==> src/rtl/video_stream_framer.sv <==
// rtl/video_stream_framer.sv - frames a scaled pixel stream into lines (tlast) and frames (tuser)
// Counts pixels against latched geometry, repairs early/late input tlast and flags both.
module video_stream_framer #(
    parameter int DATA_WIDTH = 32,
    parameter int CNT_WIDTH  = 16
) (
    input  logic                  axi_aclk,
    input  logic                  axi_aresetn,
    input  logic                  enable,
    input  logic [CNT_WIDTH-1:0]  cfg_width,
    input  logic [CNT_WIDTH-1:0]  cfg_height,
    input  logic [DATA_WIDTH-1:0] s_axis_tdata_input,
    input  logic                  s_axis_tvalid_input,
    input  logic                  s_axis_tlast_input,
    output logic                  s_axis_tready_input,
    output logic [DATA_WIDTH-1:0] m_axis_tdata_output,
    output logic                  m_axis_tvalid_output,
    output logic                  m_axis_tlast_output,
    output logic                  m_axis_tuser_output,
    input  logic                  m_axis_tready_output,
    output logic                  busy,
    output logic                  frame_done,
    output logic                  err_early_last,
    output logic                  err_late_last,
    output logic                  err_cfg
);

    typedef enum logic [1:0] {
        ST_IDLE   = 2'd0,
        ST_ACTIVE = 2'd1,
        ST_FLUSH  = 2'd2
    } state_t;

    localparam logic [CNT_WIDTH-1:0] CNT_ONE = {{(CNT_WIDTH-1){1'b0}}, 1'b1};

    state_t                state_q;
    logic [CNT_WIDTH-1:0]  width_q;
    logic [CNT_WIDTH-1:0]  height_q;
    logic [CNT_WIDTH-1:0]  x_q;
    logic [CNT_WIDTH-1:0]  y_q;
    logic [DATA_WIDTH-1:0] tdata_q;
    logic                  tvalid_q;
    logic                  tlast_q;
    logic                  tuser_q;
    logic                  enable_q;
    logic                  frame_done_q;
    logic                  err_early_q;
    logic                  err_late_q;
    logic                  err_cfg_q;

    logic x_last;
    logic y_last;
    logic line_end;
    logic s_ready;
    logic accept;
    logic cfg_ok;

    assign x_last   = (x_q == width_q - CNT_ONE);
    assign y_last   = (y_q == height_q - CNT_ONE);
    assign line_end = x_last || s_axis_tlast_input;
    assign cfg_ok   = (cfg_width != '0) && (cfg_height != '0);
    // The output register may be refilled in the same cycle it drains.
    assign s_ready  = (state_q == ST_ACTIVE) && (!tvalid_q || m_axis_tready_output);
    assign accept   = s_ready && s_axis_tvalid_input;

    always_ff @(posedge axi_aclk or negedge axi_aresetn) begin
        if (!axi_aresetn) begin
            state_q      <= ST_IDLE;
            width_q      <= '0;
            height_q     <= '0;
            x_q          <= '0;
            y_q          <= '0;
            tdata_q      <= '0;
            tvalid_q     <= 1'b0;
            tlast_q      <= 1'b0;
            tuser_q      <= 1'b0;
            enable_q     <= 1'b0;
            frame_done_q <= 1'b0;
            err_early_q  <= 1'b0;
            err_late_q   <= 1'b0;
            err_cfg_q    <= 1'b0;
        end else begin
            enable_q     <= enable;
            frame_done_q <= 1'b0;
            err_early_q  <= 1'b0;
            err_late_q   <= 1'b0;
            err_cfg_q    <= 1'b0;
            case (state_q)
                ST_IDLE: begin
                    if (enable) begin
                        if (cfg_ok) begin
                            width_q  <= cfg_width;
                            height_q <= cfg_height;
                            x_q      <= '0;
                            y_q      <= '0;
                            state_q  <= ST_ACTIVE;
                        end else if (!enable_q) begin
                            err_cfg_q <= 1'b1;
                        end
                    end
                end
                ST_ACTIVE: begin
                    if (accept) begin
                        tdata_q     <= s_axis_tdata_input;
                        tvalid_q    <= 1'b1;
                        tuser_q     <= (x_q == '0) && (y_q == '0);
                        tlast_q     <= line_end;
                        err_early_q <= s_axis_tlast_input && !x_last;
                        err_late_q  <= x_last && !s_axis_tlast_input;
                        if (line_end) begin
                            x_q <= '0;
                            if (y_last) begin
                                state_q <= ST_FLUSH;
                            end else begin
                                y_q <= y_q + CNT_ONE;
                            end
                        end else begin
                            x_q <= x_q + CNT_ONE;
                        end
                    end else if (m_axis_tready_output) begin
                        tvalid_q <= 1'b0;
                        tlast_q  <= 1'b0;
                        tuser_q  <= 1'b0;
                    end
                end
                ST_FLUSH: begin
                    if (tvalid_q && m_axis_tready_output) begin
                        tvalid_q     <= 1'b0;
                        tlast_q      <= 1'b0;
                        tuser_q      <= 1'b0;
                        frame_done_q <= 1'b1;
                        state_q      <= ST_IDLE;
                    end
                end
                default: begin
                    state_q <= ST_IDLE;
                end
            endcase
        end
    end

    assign s_axis_tready_input  = s_ready;
    assign m_axis_tdata_output  = tdata_q;
    assign m_axis_tvalid_output = tvalid_q;
    assign m_axis_tlast_output  = tlast_q;
    assign m_axis_tuser_output  = tuser_q;
    assign busy                 = (state_q != ST_IDLE);
    assign frame_done           = frame_done_q;
    assign err_early_last       = err_early_q;
    assign err_late_last        = err_late_q;
    assign err_cfg              = err_cfg_q;

endmodule

==> config.mk <==
export PLATFORM = sky130hd
export DESIGN_NAME = video_stream_framer
export DESIGN_NICKNAME = d
export VERILOG_FILES = /design/src/rtl/video_stream_framer.sv
export SDC_FILE = /design/constraint.sdc
export NUM_CORES = 1
export LEC_CHECK = 0
export ABC_CLOCK_PERIOD_IN_PS = 4090
export CAP_MARGIN = 20
export CORE_ASPECT_RATIO = 1.1
export CORE_MARGIN = 2
export CORE_UTILIZATION = 50
export DETAILED_ROUTE_END_ITERATION = 8
export PLACE_DENSITY = 0.79
export SLEW_MARGIN = 10
export SYNTH_ARGS = -nofsm -noshare
export SYNTH_HDL_FRONTEND = slang
export SYNTH_SLANG_ARGS = --single-unit
==> constraint.sdc <==
create_clock -name axi_aclk -period 4.09 [get_ports axi_aclk]
set_clock_uncertainty 0.05 [all_clocks]
set_input_delay 0.6135 -clock axi_aclk [delete_from_list [all_inputs] [get_ports axi_aclk]]
set_output_delay 0.6135 -clock axi_aclk [all_outputs]
set_load 0.01 [all_outputs]
==> results by group <==
Power and ir drop
  – Pwr Total: 0.004436 W
  – Lkg Pwr: 3.275 nW
  – Power per Cell Area: 609.0 nW/µm²
  – VDD IR max: 0.4118 mV

Clocking
  – Postcts setup bufs: 0
  – CTS tree: built
  – Number of H-tree levels: 3
  – Clk Latency, worst-skew pair: 0.35 ns
  – Root Driver: clkbuf_16
  – Clock transition at the registers of the reported paths: 0.07 ns
  – Clock sink count: 106
  – Max Root-Sink Buffers: 2
  – TritonCTS Buffers: 9

Logic synthesis
  – Cell Area, Synth: 5694 µm²
  – Post-Synth XOR/XNOR Area: 8.613%
  – Post-synthesis mux area share: 0.1758%
  – Post-synth cell types: 49
  – Syn Inst Count: 674
  – Post-synth EDFFs: 0
  – Register area share after synthesis: 46.58%
  – Yosys top cell area share: 46.58%
  – Post-Synth Simple-Gate Area: 29.73%
  – YS warnings: 0
  – Synth Register Bits: 106
  – Synth Area in Compound Gates: 9.712%
  – Largest family of logic cells by synthesized area: simple AND/OR/NAND/NOR gates
  – Syn nets: 750
  – Top cells by count, synth: nand2_1, dfrtp_1, nor2_1
  – Synth area leader: dfrtp_1
  – Async SR Flop Fraction: 100.0%
  – Synth Area in Adders: 1.318%
  – Synth area leaders: dfrtp_1, nand2_1, xnor2_1
  – Count leader, synth: nand2_1
  – Main synth FF type: dfrtp_1
  – Syn avg cell area: 8.448 µm²

Job
  – Max-cap viol count: 0

Worst setup path
  – Slowest-stage cell, CP: or4_1
  – Most frequent CP cell: or4_1
  – Worst Path Max Fanout: 22
  – CP cell instances: or4_1 -> or3_1 -> o311ai_1 -> nand4_1 -> o31a_1 -> a211o_2 -> buf_4 -> or4_1 -> nand2_1
  – Worst Reg-to-Reg Cells: 9
  – Worst setup path class: flip-flop to flip-flop
  – Worst Setup End Kind: flip-flop
  – CP max stage delay: 0.66 ns
  – Worst Path Arrival: 4.01 ns
  – Worst path required time: 4.33 ns
  – Crit start category: flip-flop

STA
  – Fmax: 265.3 MHz
  – Final Hold Vio Count: 0
  – Unrepaired setup endpoints after global routing: false
  – Final Max Tran Viols: 0
  – Worst-margin pin slew: 0.7255 ns
  – Period minus WS final: 3.769 ns
  – Endpoints failing setup: 0
  – Share of the clock period used by the worst path: 92.15%
  – Slew HR: 51.26%
  – Post-route setup TNS: 0 ns

Detailed routing
  – ANT nets after route: 0
  – DR iter-0 viols: 203
  – Final wirelength: 14910 µm
  – Detailed-route via count: 5124
  – Vias per std cell: 5.545
  – DR WL/cell: 16.13 µm
  – Drt pass-1 iters: 4
  – DR DRC count: 0

Floorplanning
  – Horiz. Die Dim: 105.8 µm
  – Initial cell density of the core: 51.72%
  – I/O Pins: 111
  – DIE AREA: 12260 µm²
  – Core ar.: 11010 µm²
  – Row count: 40
  – Die Ht: 115.9 µm

Global route
  – First-pass GRT wire length: 24250 µm
  – Largest net degree at the start of global routing: 90
  – Vias in the first global route: 5004
  – Antenna violations before repair: 0
  – GRT Util Overall: 25.13%
  – Remaining global-route overflow: 0

Final layout
  – Diode count: 0
  – Post-Layout Cell Count: 924
  – Layout overhead on the synthesized area: 27.91%
  – Nets: 848
  – Share of cells above drive strength 1: 4.505%

Min path
  – Worst hold-check path type: primary input to async pin

Placed design
  – RePlAce Congestion: 0.9672
  – Port bufs: 110
  – Inst Count DP: 907
  – DP Wirelength: 10890 µm

Outcome
  – Outcome: complete, no violations
==> area by class of cell <==
type | count | area, µm²
Multi-Input combinational cell | 513 | 2835
Sequential cell | 106 | 2653
Inverter | 22 | 82.58
Fill cell | 953 | 3727
Clock inverter | 6 | 96.34
Clock buffer | 10 | 239.0
Timing Repair Buffer | 120 | 1194
Tap cell | 147 | 183.9
==> cells in the final DEF (no fill, tap or decap), types with 2 or more instances in the layout <==
master,n
dfrtp_1,106
o311ai_0,3
o21ai_0,19
nand2b_1,4
o31ai_1,5
and3_1,6
nor3_1,13
ha_1,5
a32o_1,2
or3_1,16
nand2_1,216
nand3b_1,2
nor2b_1,4
inv_6,2
o21ai_1,3
inv_1,22
bufinv_16,2
clkbuf_16,9
xnor2_1,32
a2111oi_0,2
nor4_1,24
nand3_1,15
a21oi_1,15
o31a_1,2
a31oi_1,5
a211oi_1,3
buf_4,10
o211ai_1,7
and2_1,2
xor2_1,24
a21o_1,4
o2111a_1,2
or4_1,14
clkdlybuf4s50_1,109
nor2_1,33
nand4_1,13
==> logic make-up (layout without fill, tap and decap cells) <==
kind of cell    count (synthesis)  count (layout)
flops                         106             106
mux                             1               1
buf+inv                        55             158
compound gates                 81              81
simple gates                  369             369
xor+xnor                       56              56
fa+ha+maj                       6               6
==> power by group <==
group          internal, W  switching (W)  total, W  leakage [nW]
Combinational     0.000824       0.000914   0.00174          1.76
Clock             0.000562       0.000404  0.000966         0.162
Sequential         0.00136       0.000372   0.00173          1.36
==> state kept, by name, summed over array words and instances, names as in the netlist <==
signal                cells
enable_q                  1
err_cfg                   1
err_early_last            1
err_late_last             1
frame_done                1
height_q                 16
m_axis_tdata_output      32
m_axis_tlast_output       1
m_axis_tuser_output       1
m_axis_tvalid_output      1
state_q                   2
width_q                  16
x_q                      16
y_q                      16
==> critical path: cells and delay by family, from the launching register on <==
| kind | cells | cell delay [ns] |
|---|---|---|
| compound gates | 3 | 1.22 |
| buf+inv | 1 | 0.22 |
| flops | 1 | 0.43 |
| simple gates | 5 | 1.78 |
==> timing repair <==
item                                    in CTS  in global routing
gates resized for setup                      0                  3
hold buffers                                 0                  0
endpoints found under the setup margin       0                 13
==> worst paths after layout <==
check	slack, ns	endpoint	startpoint
worst min register to register	0.37	err_cfg	enable_q
worst max-delay path	0.32	y_q[11]	width_q[6]
worst max register to register	0.32	y_q[11]	width_q[6]
max in group asynchronous	2.91	m_axis_tdata_output[29]	axi_aresetn
worst min-delay path	0.15	width_q[10]	axi_aresetn
min in group axi_aclk	0.37	err_cfg	enable_q
==> layer usage <==
metal	track usage, %	share of wire, %	up-vias
met3	5.624	3.8	31
met2	45.63	55	116
met1	28.93	39	2476
met5	0	0	-
met4	10.09	2.7	0
li1	-	-	2501
==> stage by stage <==
step	hold slack, ns	setup WS [ns]	instance area, µm²	util (%)
after CTS	0.3697	0.09864	7249	65.84
final	0.1493	0.3211	7283	66.15
after global routing	0.1746	0.04756	7283	66.15
after global placement	0.3400	0.3261	6914	62.80
after detailed placement	0.3438	0.1330	6914	62.80
after floorplan	0.2679	0.6887	5694	-
No activity file was read; power rests on OpenSTA's default activity.
